**src/rtl/sar_search_pkg.sv**
```systemverilog
// Shared constants for the sar_search8 successive-approximation controller.
package sar_search_pkg;

  localparam int SAR_WIDTH = 8;
  localparam int SAR_IDX_W = $clog2(SAR_WIDTH);

  localparam logic [0:0] ST_IDLE  = 1'b0;
  localparam logic [0:0] ST_TRIAL = 1'b1;

endpackage

```
**src/rtl/sar_search8_flag_check.sv**
```systemverilog
// One-hot sanity check on the comparator result flags {lt, eq, gt}.
module cmp_flag_check (
  input  logic lt,
  input  logic eq,
  input  logic gt,
  output logic flag_ok
);

  // Odd parity rules out 0 and 2 set; the AND term rules out all three set.
  assign flag_ok = (lt ^ eq ^ gt) & ~(lt & eq & gt);

endmodule

```
**src/rtl/sar_search8.sv**
```systemverilog
// Successive-approximation search controller: binary-searches the comparator's a operand, MSB first.
// Optional build macro: SAR_EARLY_EXIT_EN (finish as soon as the comparator reports equality).
module sar_search8
  import sar_search_pkg::*;
#(
  parameter int WIDTH = SAR_WIDTH
) (
  input  logic             clk,
  input  logic             rst_n,
  input  logic             start,
  output logic [WIDTH-1:0] cmp_b,
  input  logic             cmp_lt,
  input  logic             cmp_eq,
  input  logic             cmp_gt,
  output logic             busy,
  output logic             done,
  output logic [WIDTH-1:0] result,
  output logic             err
);

  localparam int IDX_W = $clog2(WIDTH);
  localparam logic [WIDTH-1:0] MSB_ONLY = {1'b1, {(WIDTH-1){1'b0}}};
  localparam logic [WIDTH-1:0] LSB_ONLY = {{(WIDTH-1){1'b0}}, 1'b1};

  logic [0:0]       state_reg;
  logic [WIDTH-1:0] cmp_b_reg;
  logic [WIDTH-1:0] acc_reg;
  logic [WIDTH-1:0] result_reg;
  logic [IDX_W-1:0] idx_reg;
  logic             busy_reg;
  logic             done_reg;
  logic             err_reg;

  logic             flag_ok;
  logic             keep;
  logic [WIDTH-1:0] acc_next;
  logic [WIDTH-1:0] bit_mask;

  cmp_flag_check u_flag_check (
    .lt      (cmp_lt),
    .eq      (cmp_eq),
    .gt      (cmp_gt),
    .flag_ok (flag_ok)
  );

  assign keep     = cmp_gt | cmp_eq;
  assign acc_next = keep ? cmp_b_reg : acc_reg;
  // Next bit to try; only meaningful while idx_reg > 0.
  assign bit_mask = LSB_ONLY << (idx_reg - IDX_W'(1));

  always_ff @(posedge clk or negedge rst_n) begin
    if (!rst_n) begin
      state_reg  <= ST_IDLE;
      cmp_b_reg  <= '0;
      acc_reg    <= '0;
      result_reg <= '0;
      idx_reg    <= IDX_W'(WIDTH-1);
      busy_reg   <= 1'b0;
      done_reg   <= 1'b0;
      err_reg    <= 1'b0;
    end else begin
      done_reg <= 1'b0;
      case (state_reg)
        ST_IDLE: begin
          // A start coinciding with the done pulse is deliberately dropped.
          if (start && !done_reg) begin
            acc_reg   <= '0;
            idx_reg   <= IDX_W'(WIDTH-1);
            cmp_b_reg <= MSB_ONLY;
            busy_reg  <= 1'b1;
            err_reg   <= 1'b0;
            state_reg <= ST_TRIAL;
          end
        end
        default: begin
          if (!flag_ok) begin
            result_reg <= acc_reg;
            err_reg    <= 1'b1;
            done_reg   <= 1'b1;
            busy_reg   <= 1'b0;
            state_reg  <= ST_IDLE;
          end
`ifdef SAR_EARLY_EXIT_EN
          else if (cmp_eq) begin
            result_reg <= cmp_b_reg;
            done_reg   <= 1'b1;
            busy_reg   <= 1'b0;
            state_reg  <= ST_IDLE;
          end
`endif
          else if (idx_reg == '0) begin
            result_reg <= acc_next;
            done_reg   <= 1'b1;
            busy_reg   <= 1'b0;
            state_reg  <= ST_IDLE;
          end else begin
            acc_reg   <= acc_next;
            cmp_b_reg <= acc_next | bit_mask;
            idx_reg   <= idx_reg - IDX_W'(1);
          end
        end
      endcase
    end
  end

  assign cmp_b  = cmp_b_reg;
  assign busy   = busy_reg;
  assign done   = done_reg;
  assign result = result_reg;
  assign err    = err_reg;

endmodule
```
**config.mk**
```make
export PLATFORM = sky130hd
export DESIGN_NAME = sar_search8
export DESIGN_NICKNAME = d
export VERILOG_FILES = /design/src/rtl/sar_search_pkg.sv /design/src/rtl/sar_search8_flag_check.sv /design/src/rtl/sar_search8.sv
export SDC_FILE = /design/constraint.sdc
export NUM_CORES = 1
export LEC_CHECK = 0
export ABC_AREA = 1
export BUFFER_PORTS_ARGS = -buffer_cell sky130_fd_sc_hd__clkbuf_2
export CAP_MARGIN = 20
export CORE_ASPECT_RATIO = 0.8
export CORE_UTILIZATION = 55
export CTS_CLUSTER_SIZE = 10
export DETAILED_ROUTE_END_ITERATION = 16
export PLACE_DENSITY = 0.81
export SLEW_MARGIN = 25
export SYNTH_ARGS = -nofsm -noshare
export SYNTH_HDL_FRONTEND = slang
export SYNTH_SLANG_ARGS = --single-unit
```
**constraint.sdc**
```tcl
create_clock -name clk -period 1.82 [get_ports clk]
set_clock_uncertainty 0.1 [all_clocks]
set_input_delay 0.364 -clock clk [delete_from_list [all_inputs] [get_ports clk]]
set_output_delay 0.364 -clock clk [all_outputs]
set_load 0.02 [all_outputs]
```
# --- Word-level counts from Yosys, hierarchy flattened ---
# Index checks and enable logic that the tools add are counted.
word_totals:
  wordCells: 60
  regBits: 31
  input_bits: 6
classes:
  bitwise: 8
  n_eq_ne: 5
  mux: 29
  shift: 1
  reduce_logical: 8
  addsub: 1
op_table:
  columns: ["operator", "count"]
  rows:
  - ["$mux W8", 11]
  - ["$mux W1", 14]
  - ["$mux W3", 4]
  - ["$or A8 B8 Y8", 1]
  - ["$shl A1 B3 Y8 const A", 1]
  - ["$reduce_and A2 Y1", 3]
  - ["$ne A2 B1 Y1 const B", 2]
  - ["$ne A2 B2 Y1 const B", 2]
  - ["$and A1 B1 Y1", 3]
  - ["$logic_not A3 Y1", 1]
  - ["$ne A3 B2 Y1 const B", 1]
  - ["$reduce_and A3 Y1", 1]
  - ["$sub A3 B1 Y3 const B", 1]
  - ["$reduce_bool A2 Y1", 1]
  - ["$xor A1 B1 Y1", 2]
  - ["$logic_and A1 B1 Y1", 1]
  - ["$logic_not A1 Y1", 1]
  - ["$not A1 Y1", 1]
  - ["$or A1 B1 Y1", 1]

# --- Logic depth before layout (Yosys ltp) ---
logic_depth:
  word_depth: 6
  mapped_depth: 9
  ltp_nobuf: 9

# --- Cells and area by module ---
# From an unflattened synthesis, not the netlist that was laid out.
unflattened:
  hier_cells: 209
  area_unflattened_um2: 1676.6
modules_own_cells:
  columns: ["mod", "area_each_um2", "seq_area_each_um2", "cells_each", "n_inst"]
  rows:
  - ["sar_search8", 1640.3, 779.5, 202, 1]
  - ["cmp_flag_check", 36.3, 0.0, 7, 1]

# --- Worst setup path before layout ---
# OpenSTA, ideal clock, no wires.
synth_path:
  path_kind: "register to register"
  from: "reg idx_reg[0]"
  to: "reg cmp_b_reg[4] (netlist: cmp_b[4])"
  arrival_time_ps: 1411
  required_time_ps: 1602
  setup_ps: 118
  path_buffers: 1
  stages_incl_launch_ff: 8
  period_less_slack_ps: 1629
  setup_slack_ps: 191
  cell_sequence: "dfstp_2 > inv_1 > ha_1 > a21oi_2 > nand2_2 > buf_2 > nand3_1 > nand2_1"
synth_via:
  elab_chain_len: 6
  elab_cells_between_ends: 9
  cone_classes: "add/sub (1); eq/ne (1); shift (1); mux (3); bitwise (1); reduce/logical (2)"
synth_lines:
  columns: ["item", "line", "rtl"]
  rows:
  - ["start: declaration", "sar_search8.sv:29", "logic [IDX_W-1:0] idx_reg;"]
  - ["start signal: assignment", "sar_search8.sv:57", "idx_reg <= IDX_W'(WIDTH-1);"]
  - ["start signal: assignment", "sar_search8.sv:68", "idx_reg <= IDX_W'(WIDTH-1);"]
  - ["start signal: assignment", "sar_search8.sv:99", "idx_reg <= idx_reg - IDX_W'(1);"]
  - ["$sub A3 B1 Y3", "sar_search8.sv:49", "assign bit_mask = LSB_ONLY << (idx_reg - IDX_W'(1));"]
  - ["$shl A1 B3 Y8", "sar_search8.sv:49", null]
  - ["$or A8 B8 Y8", "sar_search8.sv:98", "cmp_b_reg <= acc_next | bit_mask;"]
  - ["$mux W8", "sar_search8.sv:91", "else if (idx_reg == '0) begin"]
  - ["$mux W8", "sar_search8.sv:76", "if (!flag_ok) begin"]
  - ["$mux W8", "sar_search8.sv:63", "case (state_reg)"]
  - ["end signal: assignment", "sar_search8.sv:98", null]
  - ["end: declaration", "sar_search8.sv:26", "logic [WIDTH-1:0] cmp_b_reg;"]
# Several ways; a longest one is shown, not always the timed one. The select of a mux whose other input is x is not followed.
# A chain may end at the register's enable or synchronous reset.

# --- Worst setup path in the final report ---
layout_path:
  from: "reg idx_reg[1]"
  to: "reg cmp_b_reg[1] (netlist: cmp_b[1])"
# Same word-level chain as after synthesis.

==> impl_metrics.json <==
{
  "status": "finished, final reports clean",
  "clockBufferDepth": 2,
  "worstPathMaxFanout": 13,
  "hpwl_um": 3050,
  "start_kind": "flip-flop",
  "slew_headroom_pct": 81.1,
  "tns_ns": 0,
  "ant_nets": 0,
  "grtUsageTotal_pct": 26.5,
  "fillers": 270,
  "max_slew.worst_pin.slew_ns": 0.284,
  "critPathKind": "flip-flop to flip-flop",
  "overflow": 0,
  "vdd_drop_max_v": 0.000949,
  "drt_wl_total_um": 4070,
  "cts_tree": "built",
  "critPathLaunch": "idx_reg[1]",
  "antenna_cells": 0,
  "ff2ff_path_depth": 8,
  "setup_viol": 0,
  "finalPower_mw": 3.35,
  "yosysWarnings": 0,
  "arrival_ns": 1.83,
  "whs_path_depth": 2,
  "p_leak_nw": 1.26,
  "r2r_end": "cmp_b[1]",
  "finalNetCount": 295,
  "maxCapViolCount": 0,
  "clock_tree.root_cell": "clkbuf_8",
  "ys_async_sr_fraction_pct": 100,
  "syn_to_final_growth_pct": 17.5,
  "synth.avg_cell_area_um2": 7.33,
  "endpoint": "cmp_b[1]",
  "port-buffer-count": 24,
  "r2r_slack_ns": 0.11,
  "via_per_inst": 5.40,
  "design.core.area_um2": 3130,
  "vias": 1744,
  "post_cts_buffers": 0,
  "synth-seq-cells": 31,
  "place.gp.congestion": 0.891,
  "cts.clk_slew.worst_paths_ns": 0.06,
  "hold_path_class": "flip-flop to flip-flop",
  "grt_pass1_wl_um": 6770,
  "drt-pass1-iter-count": 4,
  "worstPathRequired_ns": 1.95,
  "synth_area_um2": 1830,
  "fin_crit_sh_pct": 93.8,
  "io_pins": 25,
  "initial_utilization_pct": 58.6,
  "grt_pass1_vias": 1530,
  "syn_nets": 262,
  "drive_gt1_share_pct": 20.1,
  "synth_edf_count": 0,
  "fp.dieH_um": 53.6,
  "route.detailed.drc": 0,
  "max_freq_mhz": 586,
  "rows": 18,
  "syn_inst": 250,
  "drt_iter0_drc": 138,
  "post-route-min-period_ns": 1.71,
  "p_per_area_nw_per_um2": 1550,
  "clk_latency_ns": 0.29,
  "cp-end-kind": "flip-flop",
  "ctsHtreeMaxLevel": 2,
  "grt_antenna_before_repair": 0,
  "dieArea_um2": 3570,
  "drv_slew": 0,
  "rr_startpoint": "idx_reg[1]",
  "rsz0062_at_grt": "false",
  "synth_flop_cell": "dfrtp_1",
  "holdWs_ns": 0.403,
  "grt_max_degree": 32,
  "wl_per_cell_um": 12.6,
  "seq_area_frac_synth_pct": 42.5,
  "hold_violations": 0,
  "synth.distinct_cells": 18,
  "numCtsBuffers": 5,
  "die_width_um": 66.5,
  "clock_sinks": 31
}
-- metrics by stage --
stage | std cells | cell area [um2] | utilization (%) | worst slack (ns)
after floorplan | 250 | 1830 | - | 0.191
after global placement | 315 | 2050 | 65.3 | 0.128
after detailed placement | 315 | 2050 | 65.3 | 0.0238
after CTS | 323 | 2140 | 68.5 | 0.0129
after global routing | 323 | 2150 | 68.8 | 0.0170
final | 323 | 2150 | 68.8 | 0.113
-- routing by layer --
metal / up-vias / part of all wire (%) / track usage (%)
met5: - / 0 / 0
met3: 4 / 6.3 / 5.93
met4: 0 / 1.3 / 14.9
li1: 864 / - / -
met2: 50 / 46 / 41.1
met1: 826 / 46 / 34.5
-- repair_timing --
action,in CTS,in global routing
setup endpoints to repair,0,19
resized for setup,0,3
hold buffers,1,0
endpoints found under the hold margin,28,0
-- how the worst min path moves through the flow --
| stage | from | to |
|---|---|---|
| finish | idx_reg[2] | idx_reg[2] |
| detailed placement | rst_n | cmp_b[1] |
| global route | idx_reg[2] | idx_reg[2] |
| global placement | rst_n | cmp_b[1] |
| floorplan | rst_n | acc_reg[0] |
| CTS | idx_reg[2] | idx_reg[2] |
-- synthesized netlist by cell type (3+ instances only) --
cell type  count  area, um2
nand3_1       58        290
nand2_2        3       18.8
buf_2          4       20.0
inv_1         20       75.1
dfrtp_1       28        701
o21ai_0        8       40.0
dfstp_2        3       78.8
nand2_1      107        402
buf_4          5       37.5
ha_1           6       75.1
-- where the power goes --
| part | total (mW) | internal [mW] | switching [mW] |
|---|---|---|---|
| registers | 1.17 | 0.978 | 0.192 |
| clock network | 0.541 | 0.296 | 0.245 |
| logic | 1.64 | 0.574 | 1.06 |
-- layout make-up --
cell class | count | area [um2] | share of cell area, %
Clock buffer | 6 | 82.6 | 3.83
Inverter | 20 | 78.8 | 3.66
Tap cell | 40 | 50.0 | 2.32
Clock inverter | 1 | 5.00 | 0.232
Timing Repair Buffer | 37 | 245 | 11.4
Sequential cell | 31 | 779 | 36.2
Multi-Input combinational cell | 188 | 913 | 42.4
-- critical path, cell delays in order, from the launching register on --
cell and delay [ns]:
dfstp_2 0.55, inv_1 0.08, ha_2 0.21, a21oi_2 0.21, nand2_4 0.13, buf_12 0.17
nand2_8 0.07, nand2_1 0.06, nand2_1 0.05
-- logic make-up after synthesis --
family / after synthesis / share of synthesized area (%)
AND/OR/NAND/NOR: 173 / 42.7
buffers and inverters: 31 / 8.05
flip-flops: 31 / 42.5
AO/OA/AOI/OAI: 9 / 2.66
adder cells (fa/ha/maj): 6 / 4.10
-- placed cells by master, fill, tap and decap left out, types with 3 or more instances in the layout --
master      n
dfstp_2     3
clkbuf_8    6
nand2_1   107
nand3_1    58
clkbuf_2   24
buf_4      10
ha_1        5
dfrtp_1    28
inv_1      19
o21ai_0     8
(Power assumes the default switching activity.)
